===== src/rtl/pc_fetch_unit_pkg.sv =====
// Shared definitions for the PC / instruction-fetch slice.
// Holds the pc_ctrl opcodes and the fetch FSM state encodings.
package pc_fetch_unit_pkg;

    // PC update opcodes carried on pc_ctrl.
    typedef enum logic [1:0] {
        PC_HOLD = 2'b00,
        PC_INC  = 2'b01,
        PC_JMP  = 2'b10,
        PC_REL  = 2'b11
    } pc_ctrl_e;

    // Fetch sequencer states.
    typedef enum logic [1:0] {
        S_IDLE = 2'b00,
        S_WAIT = 2'b01,
        S_DONE = 2'b10
    } fetch_state_e;

    // Width of the ROM latency down-counter (covers RD_LAT-1 for RD_LAT up to 4).
    localparam int CNT_W = 2;

endpackage : pc_fetch_unit_pkg


===== src/rtl/pc_fetch_unit_if.sv =====
// Bus between the control unit / instruction ROM and the fetch unit.
// master = control unit + ROM side, slave = pc_fetch_unit.
interface pc_fetch_unit_if #(
    parameter int ADDR_W = 8,
    parameter int INS_W  = 16
) ();

    logic              en;
    logic              en_ram_in;
    logic              en_pc_pulse;
    logic [1:0]        pc_ctrl;
    logic [ADDR_W-1:0] offset_addr;
    logic [ADDR_W-1:0] rom_addr;
    logic              rom_rd;
    logic [INS_W-1:0]  rom_data;
    logic [INS_W-1:0]  ins;
    logic              en_ram_out;
    logic [ADDR_W-1:0] pc;
    logic              busy;
    logic              fetch_err;

    modport master (
        output en, en_ram_in, en_pc_pulse, pc_ctrl, offset_addr, rom_data,
        input  rom_addr, rom_rd, ins, en_ram_out, pc, busy, fetch_err
    );

    modport slave (
        input  en, en_ram_in, en_pc_pulse, pc_ctrl, offset_addr, rom_data,
        output rom_addr, rom_rd, ins, en_ram_out, pc, busy, fetch_err
    );

endinterface : pc_fetch_unit_if


===== src/rtl/pc_fetch_unit_pc_reg.sv =====
// Program counter register with its next-PC mux.
// Optional macro BRANCH_REL_EN: when defined, PC_REL adds the signed offset;
// when undefined, PC_REL holds the PC and no adder for it is built.
module pc_fetch_unit_pc_reg
    import pc_fetch_unit_pkg::*;
#(
    parameter int ADDR_W   = 8,
    parameter int RESET_PC = 0
) (
    input  logic              clk,
    input  logic              rst_n,
    input  logic              en_i,
    input  logic              pulse_i,
    input  logic [1:0]        ctrl_i,
    input  logic [ADDR_W-1:0] offset_i,
    output logic [ADDR_W-1:0] pc_o
);

    logic [ADDR_W-1:0] pc_q;
    logic [ADDR_W-1:0] pc_d;

    // Next-PC selection; only an enabled update strobe changes the PC.
    always_comb begin
        pc_d = pc_q;
        if (en_i && pulse_i) begin
            case (pc_ctrl_e'(ctrl_i))
                PC_INC:  pc_d = pc_q + ADDR_W'(1);
                PC_JMP:  pc_d = offset_i;
`ifdef BRANCH_REL_EN
                // Adding an ADDR_W-bit two's-complement offset modulo 2^ADDR_W
                // is the same as adding its sign extension and truncating.
                PC_REL:  pc_d = pc_q + offset_i;
`endif
                default: pc_d = pc_q;
            endcase
        end
    end

    // PC register.
    always_ff @(posedge clk or negedge rst_n) begin
        if (!rst_n) begin
            pc_q <= ADDR_W'(RESET_PC);
        end else begin
            pc_q <= pc_d;
        end
    end

    assign pc_o = pc_q;

endmodule : pc_fetch_unit_pc_reg


===== src/rtl/pc_fetch_unit.sv =====
// Program counter and instruction-fetch sequencer feeding the control unit.
// A fetch request latches the current PC onto rom_addr, waits RD_LAT cycles
// for the ROM and returns the word on ins with a one-cycle en_ram_out strobe.
// Optional macro BRANCH_REL_EN enables the signed relative PC branch.
module pc_fetch_unit
    import pc_fetch_unit_pkg::*;
#(
    parameter int ADDR_W   = 8,
    parameter int INS_W    = 16,
    parameter int RD_LAT   = 1,
    parameter int RESET_PC = 0
) (
    input  logic           clk,
    input  logic           rst_n,
    pc_fetch_unit_if.slave bus
);

    fetch_state_e      state_q, state_d;
    logic [CNT_W-1:0]  cnt_q, cnt_d;
    logic [ADDR_W-1:0] rom_addr_q, rom_addr_d;
    logic              rom_rd_q, rom_rd_d;
    logic [INS_W-1:0]  ins_q, ins_d;
    logic              en_ram_out_q, en_ram_out_d;
    logic              busy_q, busy_d;
    logic              fetch_err_q, fetch_err_d;
    logic [ADDR_W-1:0] pc_w;

    pc_fetch_unit_pc_reg #(
        .ADDR_W   (ADDR_W),
        .RESET_PC (RESET_PC)
    ) u_pc_reg (
        .clk      (clk),
        .rst_n    (rst_n),
        .en_i     (bus.en),
        .pulse_i  (bus.en_pc_pulse),
        .ctrl_i   (bus.pc_ctrl),
        .offset_i (bus.offset_addr),
        .pc_o     (pc_w)
    );

    // Fetch FSM next state and outputs; with en low everything holds so a
    // pending strobe survives the stall.
    always_comb begin
        state_d      = state_q;
        cnt_d        = cnt_q;
        rom_addr_d   = rom_addr_q;
        rom_rd_d     = rom_rd_q;
        ins_d        = ins_q;
        en_ram_out_d = en_ram_out_q;
        busy_d       = busy_q;
        fetch_err_d  = fetch_err_q;
        if (bus.en) begin
            rom_rd_d = 1'b0;
            case (state_q)
                // DONE retires the strobe and accepts a new request just like IDLE,
                // which makes back-to-back fetches possible.
                S_IDLE, S_DONE: begin
                    en_ram_out_d = 1'b0;
                    busy_d       = 1'b0;
                    state_d      = S_IDLE;
                    if (bus.en_ram_in) begin
                        // Uses the PC before any same-cycle update.
                        rom_addr_d = pc_w;
                        rom_rd_d   = 1'b1;
                        busy_d     = 1'b1;
                        cnt_d      = CNT_W'(RD_LAT - 1);
                        state_d    = S_WAIT;
                    end
                end
                S_WAIT: begin
                    if (bus.en_ram_in) begin
                        fetch_err_d = 1'b1;
                    end
                    if (cnt_q == '0) begin
                        ins_d        = bus.rom_data;
                        en_ram_out_d = 1'b1;
                        state_d      = S_DONE;
                    end else begin
                        cnt_d = cnt_q - CNT_W'(1);
                    end
                end
                default: state_d = S_IDLE;
            endcase
        end
    end

    // Fetch FSM and output registers; reset discards any in-flight fetch.
    always_ff @(posedge clk or negedge rst_n) begin
        if (!rst_n) begin
            state_q      <= S_IDLE;
            cnt_q        <= '0;
            rom_addr_q   <= '0;
            rom_rd_q     <= 1'b0;
            ins_q        <= '0;
            en_ram_out_q <= 1'b0;
            busy_q       <= 1'b0;
            fetch_err_q  <= 1'b0;
        end else begin
            state_q      <= state_d;
            cnt_q        <= cnt_d;
            rom_addr_q   <= rom_addr_d;
            rom_rd_q     <= rom_rd_d;
            ins_q        <= ins_d;
            en_ram_out_q <= en_ram_out_d;
            busy_q       <= busy_d;
            fetch_err_q  <= fetch_err_d;
        end
    end

    assign bus.rom_addr   = rom_addr_q;
    assign bus.rom_rd     = rom_rd_q;
    assign bus.ins        = ins_q;
    assign bus.en_ram_out = en_ram_out_q;
    assign bus.busy       = busy_q;
    assign bus.fetch_err  = fetch_err_q;
    assign bus.pc         = pc_w;

endmodule : pc_fetch_unit


===== src/flat_wrapper.sv =====
// flat-port wrapper written by rule: the top's interface ports become plain ports
module pc_fetch_unit_flat import pc_fetch_unit_pkg::*;
#(
    parameter int ADDR_W   = 8,
    parameter int INS_W    = 16,
    parameter int RD_LAT   = 1,
    parameter int RESET_PC = 0
)
  (clk, rst_n, bus_en, bus_en_ram_in, bus_en_pc_pulse, bus_pc_ctrl, bus_offset_addr, bus_rom_data, bus_rom_addr, bus_rom_rd, bus_ins, bus_en_ram_out, bus_pc, bus_busy, bus_fetch_err);
  pc_fetch_unit_if #(.ADDR_W(ADDR_W), .INS_W(INS_W)) bus_i ();
  input  logic clk;
  input  logic rst_n;
  input wire logic [$bits(bus_i.en)-1:0] bus_en;
  input wire logic [$bits(bus_i.en_ram_in)-1:0] bus_en_ram_in;
  input wire logic [$bits(bus_i.en_pc_pulse)-1:0] bus_en_pc_pulse;
  input wire logic [$bits(bus_i.pc_ctrl)-1:0] bus_pc_ctrl;
  input wire logic [$bits(bus_i.offset_addr)-1:0] bus_offset_addr;
  input wire logic [$bits(bus_i.rom_data)-1:0] bus_rom_data;
  output wire logic [$bits(bus_i.rom_addr)-1:0] bus_rom_addr;
  output wire logic [$bits(bus_i.rom_rd)-1:0] bus_rom_rd;
  output wire logic [$bits(bus_i.ins)-1:0] bus_ins;
  output wire logic [$bits(bus_i.en_ram_out)-1:0] bus_en_ram_out;
  output wire logic [$bits(bus_i.pc)-1:0] bus_pc;
  output wire logic [$bits(bus_i.busy)-1:0] bus_busy;
  output wire logic [$bits(bus_i.fetch_err)-1:0] bus_fetch_err;
  assign bus_i.en = bus_en;
  assign bus_i.en_ram_in = bus_en_ram_in;
  assign bus_i.en_pc_pulse = bus_en_pc_pulse;
  assign bus_i.pc_ctrl = bus_pc_ctrl;
  assign bus_i.offset_addr = bus_offset_addr;
  assign bus_i.rom_data = bus_rom_data;
  assign bus_rom_addr = bus_i.rom_addr;
  assign bus_rom_rd = bus_i.rom_rd;
  assign bus_ins = bus_i.ins;
  assign bus_en_ram_out = bus_i.en_ram_out;
  assign bus_pc = bus_i.pc;
  assign bus_busy = bus_i.busy;
  assign bus_fetch_err = bus_i.fetch_err;
  pc_fetch_unit #(.ADDR_W(ADDR_W), .INS_W(INS_W), .RD_LAT(RD_LAT), .RESET_PC(RESET_PC)) u_core (.clk(clk), .rst_n(rst_n), .bus(bus_i));
endmodule

===== config.mk =====
export PLATFORM = sky130hd
export DESIGN_NAME = pc_fetch_unit_flat
export DESIGN_NICKNAME = d
export VERILOG_FILES = /design/src/rtl/pc_fetch_unit_pkg.sv /design/src/rtl/pc_fetch_unit_if.sv /design/src/rtl/pc_fetch_unit_pc_reg.sv /design/src/rtl/pc_fetch_unit.sv /design/src/flat_wrapper.sv
export SDC_FILE = /design/constraint.sdc
export NUM_CORES = 1
export LEC_CHECK = 0
export BUFFER_PORTS_ARGS = -buffer_cell sky130_fd_sc_hd__buf_4
export CORE_MARGIN = 2
export CORE_UTILIZATION = 55
export CTS_BUF_LIST = sky130_fd_sc_hd__clkbuf_8
export DETAILED_ROUTE_END_ITERATION = 8
export GPL_TIMING_DRIVEN = 0
export PLACE_DENSITY = 0.88
export SLEW_MARGIN = 0
export SYNTH_ARGS = -nofsm -noshare
export SYNTH_HDL_FRONTEND = slang
export SYNTH_HIERARCHICAL = 1
export SYNTH_SLANG_ARGS = --single-unit

===== constraint.sdc =====
create_clock -name clk -period 2.6 [get_ports clk]
set_input_delay 0.52 -clock clk [delete_from_list [all_inputs] [get_ports clk]]
set_output_delay 0.52 -clock clk [all_outputs]
set_load 0.01 [all_outputs]

==> results by group, run 1 <==
Global route
  • Largest net degree at the start of global routing: 41
  • GRT met1 Usage: 27.3%
  • First-pass GRT wire length: 6.69 mm
  • Grt peak-use layer: met2
  • Initial antenna violation count: 0
  • Vias in the first global route: 1413
  • Met3 usage: 6.49%
  • Met2 Use GR: 36.7%
  • Total track usage: approximately 22%
  • Total grt overflow: 0

CTS
  • Clock insertion delay at the later pin of the skew report: 0.29 ns
  • Clock Sink Count: 40
  • Post_cts resized: 0
  • CTS tree: done
  • Cts hold-fix bufs: 0
  • Clk slew on worst S/H paths: 0.07 ns
  • CTS buffer count: 5
  • Clk root buf: clkbuf_8
  • H-tree levels: 2
  • Clock Path Buffers: 2
  • Post-CTS Setup Inserts: 0

Critical path
  • Critical Path End Type: flop
  • CP bufs+invs: 2
  • Arr. time, crit path: 1.74 ns
  • CP delay by family, top: flip-flops
  • Reg2reg setup slack: a little over 1 ns
  • CP Depth: 5
  • Critical Path Max Stage Delay: 0.41 ns
  • Crit-path slowest cell: dfrtp_1
  • WP data required: 2.77 ns
  • R2r endpoint: u_core/bus.ins[11]$_DFFE_PN0P_
  • FF-to-FF path depth: 5
  • Crit-path max FO: 10
  • CP cell instances: inv_1 > ha_1 > nand2_4 > buf_8 > mux2_4
  • Worst R2R Start: u_core/cnt_q[1]$_DFFE_PN0P_
  • Crit Path Class: reg -> reg
  • Setup crit start kind: flop

STA
  • Fin. Hold Viols: 0
  • Max frequency: approximately 640 MHz
  • Unrepaired setup endpoints after global routing: no
  • Crit share post-route: 60.1%
  • Finish-stage setup viols: 0
  • Skew final: 0.00533 ns
  • Slew @ Worst Pin: roughly 0.5 ns
  • Final setup TNS: 0 ns
  • Worst slew margin: approximately two thirds
  • Crit path time final: 1.56 ns
  • Slew Limit Fails: 0

Yosys
  • Cells after synthesis: roughly 150
  • Post-synth design cell area: 1890 µm²
  • Post-synth ARST share: between 90% and 100%
  • Most common cell in the netlist: dfrtp_1
  • Yosys top cell by area: dfrtp_1
  • Yosys warnings: 6
  • Syn Area/Cell: 12.4 µm²
  • Post-synth EDFFs: 0
  • Top post-synthesis cells by area: dfrtp_1 53%, mux2_2 9.0%, mux2_4 7.2%
  • Post-synthesis sequential area ratio: 53.1%
  • Syn_nets: 186
  • Area share of the largest cell type after synthesis: 53.1%
  • Post-synth top flop: dfrtp_1
  • Synth cell types: 39
  • Top cells by count, synth: 40 x dfrtp_1, 15 x mux2_2, 14 x o21ai_0
  • Synth Register Bits: 40

Routing
  • Drt wl/cell: 14.0 µm
  • Total wire length: 3.81 mm
  • Via count: between 1000 and 1500
  • # DRC: 0
  • Iteration count of the initial detailed-routing pass: 4
  • Vias per cell: 5.18
  • Initial drt markers: 55
  • Post-route ant nets: 0

Die
  • # IOs: 67
  • Core ar.: 3310 µm²
  • Die height: 62.6 µm
  • Die X: 62.6 µm
  • Starting Density: ~57%
  • Row cnt: 21
  • Die Footprint: 3910 µm²

Placed design
  • Post-place instance area: about 2400 µm²
  • GPL Wtd Cong: 0.786
  • Post-DP HPWL: 2.75 mm
  • Placed Cells incl. Taps: 264
  • IO buf count: 66

Status
  • Status: complete, no violations

Power and ir drop
  • Total power: 1960 µW
  • Leakage power: around 0.0012 µW
  • Worst vdd ir: 0.447 mV
  • Pwr/cell area: 776 nW/µm²

Hold path
  • Min-Delay Path Class: in -> async

Finish
  • Fin nets: 259
  • # diodes: 0
  • Final Cell Area: 2530 µm²
  • Multi-input combinational cell area: about 800 µm²
  • Register Area: 1000 µm²
  • Final core utilization: 76.5%
  • Final std cells w/o fill: about 270
  • Syn-to-layout area delta: 34.2%
  • Fillers: 241
  • Share of layout cells above drive strength 1: 49.1%

Flow run
  • Maxcap violations: 0
-- cell families after synthesis --
family / Yosys count / synth area share [%]
AO/OA/AOI/OAI: 25 / 7.96
adder cells (fa/ha/maj): 3 / 1.99
buffers and inverters: 13 / 4.45
flip-flops: 40 / 53.1
multiplexers: 28 / 18.3
AND/OR/NAND/NOR: 43 / 14.2
-- state kept, by name (all words and copies together), names as in the netlist, 2 cells and up --
register              flops
u_core/bus.rom_addr       8
u_core/bus.ins           16
u_core/state_q            2
u_core/u_pc_reg/pc_o      8
u_core/cnt_q              2
-- layer usage --
layer  vias to the layer above  wire [µm]
met5                         -          0
met4                         0         28
met3                         3        292
met2                        60       1820
met1                       661       1670
li1                        684          -
-- cell usage in the layout, fill, tap and decap left out, types with 2 or more instances in the layout --
cell,instances
clkbuf_8,6
clkinv_2,2
a22oi_1,2
buf_6,2
mux2i_1,3
buf_4,68
mux2_4,9
nand3_1,5
mux2_2,15
inv_1,7
nor2b_1,2
nor2_1,7
o21ai_0,14
nand2_1,11
ha_1,3
a31oi_1,2
a21oi_1,2
dfrtp_1,40
nand4_1,2
and2_1,2
or4b_1,2
-- report_power, final --
part | switching [µW] | internal, µW
combinational | 252 | 389
sequential | 125 | 779
clock | 207 | 212
-- cell type report --
cell class                 instances  share of cell area [%]
sequential                        40                    39.5
multi-input combinational         99                    31.6
timing repair buffer              66                    19.6
clock buffer                       6                    3.26
buffer                             6                    2.27
tap                               46                    2.27
inverter                           7                    1.04
clock inverter                     2                   0.395
-- worst reg2reg max path: cells and delay by family, from the launching register on --
| kind | cells | cell delay (ns) |
|---|---|---|
| adder cells (fa/ha/maj) | 1 | 0.31 |
| multiplexers | 1 | 0.30 |
| AND/OR/NAND/NOR | 1 | 0.16 |
| flip-flops | 1 | 0.41 |
| buffers and inverters | 2 | 0.26 |
-- worst max path at each step --
stage                                 from                                  end  slack [ns]
6_report       u_core/cnt_q[1]$_DFFE_PN0P_       u_core/bus.ins[11]$_DFFE_PN0P_        1.04
5_1_grt        u_core/cnt_q[1]$_DFFE_PN0P_       u_core/bus.ins[13]$_DFFE_PN0P_        0.95
4_1_cts        u_core/cnt_q[1]$_DFFE_PN0P_       u_core/bus.ins[10]$_DFFE_PN0P_        1.04
3_5_place_dp                bus_pc_ctrl[0]  u_core/u_pc_reg/pc_o[4]$_DFFE_PN0P_        0.76
3_3_place_gp                bus_pc_ctrl[0]  u_core/u_pc_reg/pc_o[4]$_DFFE_PN0P_        0.76
2_1_floorplan               bus_pc_ctrl[0]  u_core/u_pc_reg/pc_o[4]$_DFFE_PN0P_        0.89
-- through the flow --
stage,setup slack (ns),hold WS (ns)
6_report,1.04,0.194
5_1_grt,0.945,0.234
4_1_cts,1.04,0.201
3_5_place_dp,0.756,0.461
3_3_place_gp,0.762,0.448
2_1_floorplan,0.893,0.224
(Power assumes the default switching activity.)
==> run 2: changes to the inputs <==
--- a/config.mk
+++ b/config.mk
@@ -5,13 +5,14 @@
 export SDC_FILE = /design/constraint.sdc
 export NUM_CORES = 1
 export LEC_CHECK = 0
+export ABC_AREA = 1
 export BUFFER_PORTS_ARGS = -buffer_cell sky130_fd_sc_hd__buf_4
 export CORE_MARGIN = 2
-export CORE_UTILIZATION = 55
+export CORE_UTILIZATION = 46
 export CTS_BUF_LIST = sky130_fd_sc_hd__clkbuf_8
 export DETAILED_ROUTE_END_ITERATION = 8
 export GPL_TIMING_DRIVEN = 0
-export PLACE_DENSITY = 0.88
+export PLACE_DENSITY = 0.79
 export SLEW_MARGIN = 0
 export SYNTH_ARGS = -nofsm -noshare
 export SYNTH_HDL_FRONTEND = slang
==> constraint.sdc (replaced) <==
create_clock -name clk -period 1.37 [get_ports clk]
set_input_delay 0.274 -clock clk [delete_from_list [all_inputs] [get_ports clk]]
set_output_delay 0.274 -clock clk [all_outputs]
set_load 0.01 [all_outputs]
==> run 2 against run 1 <==
Compared with the run above: setup slack got worse by 0.92 ns; synthesized cell count grew 50%; synthesized area shrank 0.53%; critical endpoint is now u_core/u_pc_reg/pc_o[2]$_DFFE_PN0P_.
==> results by group, run 2 <==
Routing
  • Total wire length: 4.17 mm (+9.4%)
  • Vias per cell: 4.82 (-6.9%)
  • Post-route ant nets: 0 (unchanged)
  • Initial drt markers: 75 (+36%)
  • Via count: 1721 (+22%)
  • Iteration count of the initial detailed-routing pass: 5 (+1)
  • Drt wl/cell: 11.7 µm (-17%)
  • # DRC: 0 (unchanged)

Yosys
  • Most common cell in the netlist: nand2_1
  • Top cells by count, synth: 86 x nand2_1, 40 x dfrtp_1, 33 x nand3_1
  • Post-synth ARST share: 100% (unchanged)
  • Post-synth top flop: dfrtp_1
  • Post-synth EDFFs: 0 (unchanged)
  • Yosys top cell by area: dfrtp_1
  • Post-synth design cell area: 1880 µm² (-0.53%)
  • Cells after synthesis: 228 (+50%)
  • Syn_nets: 262 (+41%)
  • Area share of the largest cell type after synthesis: 53.4% (+0.28 points)
  • Post-synthesis sequential area ratio: 53.4% (+0.28 points)
  • Top post-synthesis cells by area: dfrtp_1 53%, nand2_1 17%, nand3_1 8.8%
  • Yosys warnings: 6 (unchanged)
  • Synth Register Bits: 40 (unchanged)
  • Syn Area/Cell: 8.23 µm² (-34%)
  • Synth cell types: 24 (-38%)

Critical path
  • Crit-path max FO: 6 (-4)
  • Crit Path Class: reg -> reg
  • FF-to-FF path depth: 6 (+1)
  • Reg2reg setup slack: 0.12 ns (-0.92 ns)
  • Arr. time, crit path: 1.45 ns (-0.29 ns)
  • Worst R2R Start: u_core/u_pc_reg/pc_o[0]$_DFFE_PN0P_
  • Critical Path End Type: flop
  • R2r endpoint: u_core/u_pc_reg/pc_o[2]$_DFFE_PN0P_
  • WP data required: 1.57 ns (-1.20 ns)
  • Setup crit start kind: flop

CTS
  • CTS tree: done
  • Clk slew on worst S/H paths: 0.07 ns (about the same)
  • Clk root buf: clkbuf_8
  • H-tree levels: 2 (unchanged)
  • Clock Path Buffers: 2 (unchanged)
  • CTS buffer count: 5 (unchanged)
  • Clock Sink Count: 40 (unchanged)
  • Clock insertion delay at the later pin of the skew report: 0.29 ns (about the same)

Global route
  • Vias in the first global route: 1475 (+4.4%)
  • Total track usage: 18.9% (-2.7 points)
  • Largest net degree at the start of global routing: 41 (unchanged)
  • Met2 Use GR: 30.3% (-6.4 points)
  • First-pass GRT wire length: 6.42 mm (-4.0%)
  • Grt peak-use layer: met2
  • Total grt overflow: 0 (unchanged)
  • Met3 usage: 4.28% (-2.2 points)
  • GRT met1 Usage: 24.3% (-3.0 points)
  • Initial antenna violation count: 0 (unchanged)

STA
  • Crit share post-route: 91.2% (+31 points)
  • Crit path time final: 1.25 ns (-0.314 ns)
  • Worst slew margin: 67.3% (-0.26 points)
  • Max frequency: 800 MHz (+25%)
  • Skew final: 0.00774 ns (+0.00241 ns)
  • Finish-stage setup viols: 0 (unchanged)
  • Fin worst setup slack: 0.120 ns (-0.916 ns)
  • Slew Limit Fails: 0 (unchanged)
  • Final hold slack: 0.214 ns (+0.0204 ns)
  • Fin. Hold Viols: 0 (unchanged)
  • Slew @ Worst Pin: 0.490 ns (+0.00391 ns)

Hold path
  • Min-Delay Path Class: in -> reg
  • Worst Hold Launch: bus_rom_data[9]
  • Hold path endpoint: u_core/bus.ins[9]$_DFFE_PN0P_
  • Hold path depth: 3

Power and ir drop
  • Net load switching power: 2060 µW (+250%)
  • Sw Ratio: 39.1% (+9.3 points)
  • Leakage power: 0.00142 µW (+15%)
  • Pint: 3220 µW (+130%)
  • Clk pwr share: 13.5% (-7.8 points)
  • Seq pwr share: 39.6% (-6.5 points)
  • Comb power frac: 46.9% (+14 points)
  • Worst vdd ir: 0.855 mV (+91%)
  • Pwr/cell area: 2060 nW/µm² (+160%)

Die
  • Die Footprint: 4600 µm² (+18%)
  • # IOs: 67 (unchanged)
  • Row cnt: 23 (+9.5%)
  • Die X: 67.9 µm (+8.5%)
  • Die height: 67.9 µm (+8.5%)
  • Core ar.: 3970 µm² (+20%)
  • Starting Density: 47.2% (-9.7 points)

Finish
  • Commonest non-fill, non-tap cell in the layout: nand2_1
  • # diodes: 0 (unchanged)
  • Share of layout cells above drive strength 1: 30.6% (-18 points)
  • Fin nets: 341 (+32%)
  • Fillers: 352 (+46%)
  • Syn-to-layout area delta: 37.0%
  • Final Cell Area: 2570 µm² (+1.5%)
  • Largest register FFs: 16 (unchanged)
  • Commonest non-fill, non-tap cells in the layout: 86 x nand2_1, 73 x buf_4, 40 x dfrtp_1, 33 x nand3_1, 18 x nor2_1

Placed design
  • Pre-CTS setup slack: -0.0137 ns (-0.769 ns)
  • GPL Wtd Cong: 0.776 (-1.4%)
  • IO buf count: 66 (unchanged)
  • Post-DP HPWL: 3.10 mm (+13%)
  • Post-place instance area: 2430 µm² (-0.21%)

Flow run
  • Maxcap violations: 0 (unchanged)

Status
  • Status: complete, no violations
run 2: cell count changes after synthesis, sizes merged, moves of 3 or more:
cell   previous run  this run
nand3             6        33
mux2             25         0
nand2            12        89
inv               7        15
mux2i             3         0
a21oi             2         5
nor2              7        21
o21ai            14         9
run 2: cell families (layout without fill, tap and decap cells):
family,after synthesis,after routing,share of synthesized area (%)
buffers and inverters,23,102,6.54
flip-flops,40,40,53.4
adder cells (fa/ha/maj),3,3,2.00
AO/OA/AOI/OAI,18,18,5.47
AND/OR/NAND/NOR,144,144,32.6
run 2: metal layers:
metal | up-vias | wire length (µm)
met5 | - | 0
met2 | 49 | 2120
li1 | 880 | -
met1 | 784 | 1730
met3 | 8 | 238
met4 | 0 | 82
run 2: power by group through the flow:
stage	Sequential, µW	Clock, µW	Combinational (µW)
after floorplan	2280	0	1090
after global placement	2100	0	2300
after detailed placement	2110	0	2370
after CTS	2100	740	2380
after global routing	2170	784	2780
final	2090	713	2480
run 2: what timing repair did:
| action | CTS | global route |
|---|---|---|
| endpoints found under the hold margin | 40 | 0 |
| endpoints found under the setup margin | 0 | 14 |
| hold buffers | 1 | 0 |
| gates resized for setup | 0 | 4 |
| setup buffers | 0 | 5 |
run 2: layout make-up:
| type | instances | area (µm²) | share of cell area, % |
|---|---|---|---|
| repair buffers | 72 | 543 | 21.1 |
| well taps | 50 | 62.6 | 2.44 |
| multi-input cells | 165 | 757 | 29.5 |
| clock buffers | 5 | 68.8 | 2.68 |
| inverters | 16 | 67.6 | 2.63 |
| plain buffers | 7 | 60.1 | 2.34 |
| flip-flops and latches | 40 | 1000 | 39.0 |
| clock inverters | 2 | 8.76 | 0.341 |
run 2: how the worst max path moves through the flow:
stage | start | slack, ns | end | cells after the start
finish | u_core/u_pc_reg/pc_o[0]$_DFFE_PN0P_ | 0.12 | u_core/u_pc_reg/pc_o[2]$_DFFE_PN0P_ | 6
global route | u_core/cnt_q[0]$_DFFE_PN0P_ | -0.01 | u_core/bus.ins[11]$_DFFE_PN0P_ | 8
CTS | u_core/cnt_q[0]$_DFFE_PN0P_ | 0.01 | u_core/bus.ins[7]$_DFFE_PN0P_ | 7
detailed placement | bus_pc_ctrl[0] | -0.01 | u_core/u_pc_reg/pc_o[2]$_DFFE_PN0P_ | 7
global placement | bus_pc_ctrl[0] | 0.006 | u_core/u_pc_reg/pc_o[4]$_DFFE_PN0P_ | 8
floorplan | bus_pc_ctrl[0] | 0.17 | u_core/u_pc_reg/pc_o[4]$_DFFE_PN0P_ | 7
run 2: stage by stage:
stage          total power, µW  std cells  util [%]  TNS [ns]
2_1_floorplan             3370        228         -         0
3_3_place_gp              4400        344      61.3         0
3_5_place_dp              4490        344      61.3   -0.0141
4_1_cts                   5220        352      63.5         0
5_1_grt                   5740        357      64.7   -0.0135
6_report                  5280        357      64.7         0
run 2: worst max-delay path, cell delays in order, from the launching register on:
cell and delay, ns:
dfrtp_1 0.44, ha_1 0.24, nand2_1 0.07, inv_1 0.09, nor2_1 0.11, nor2_1 0.04
o21ai_0 0.18
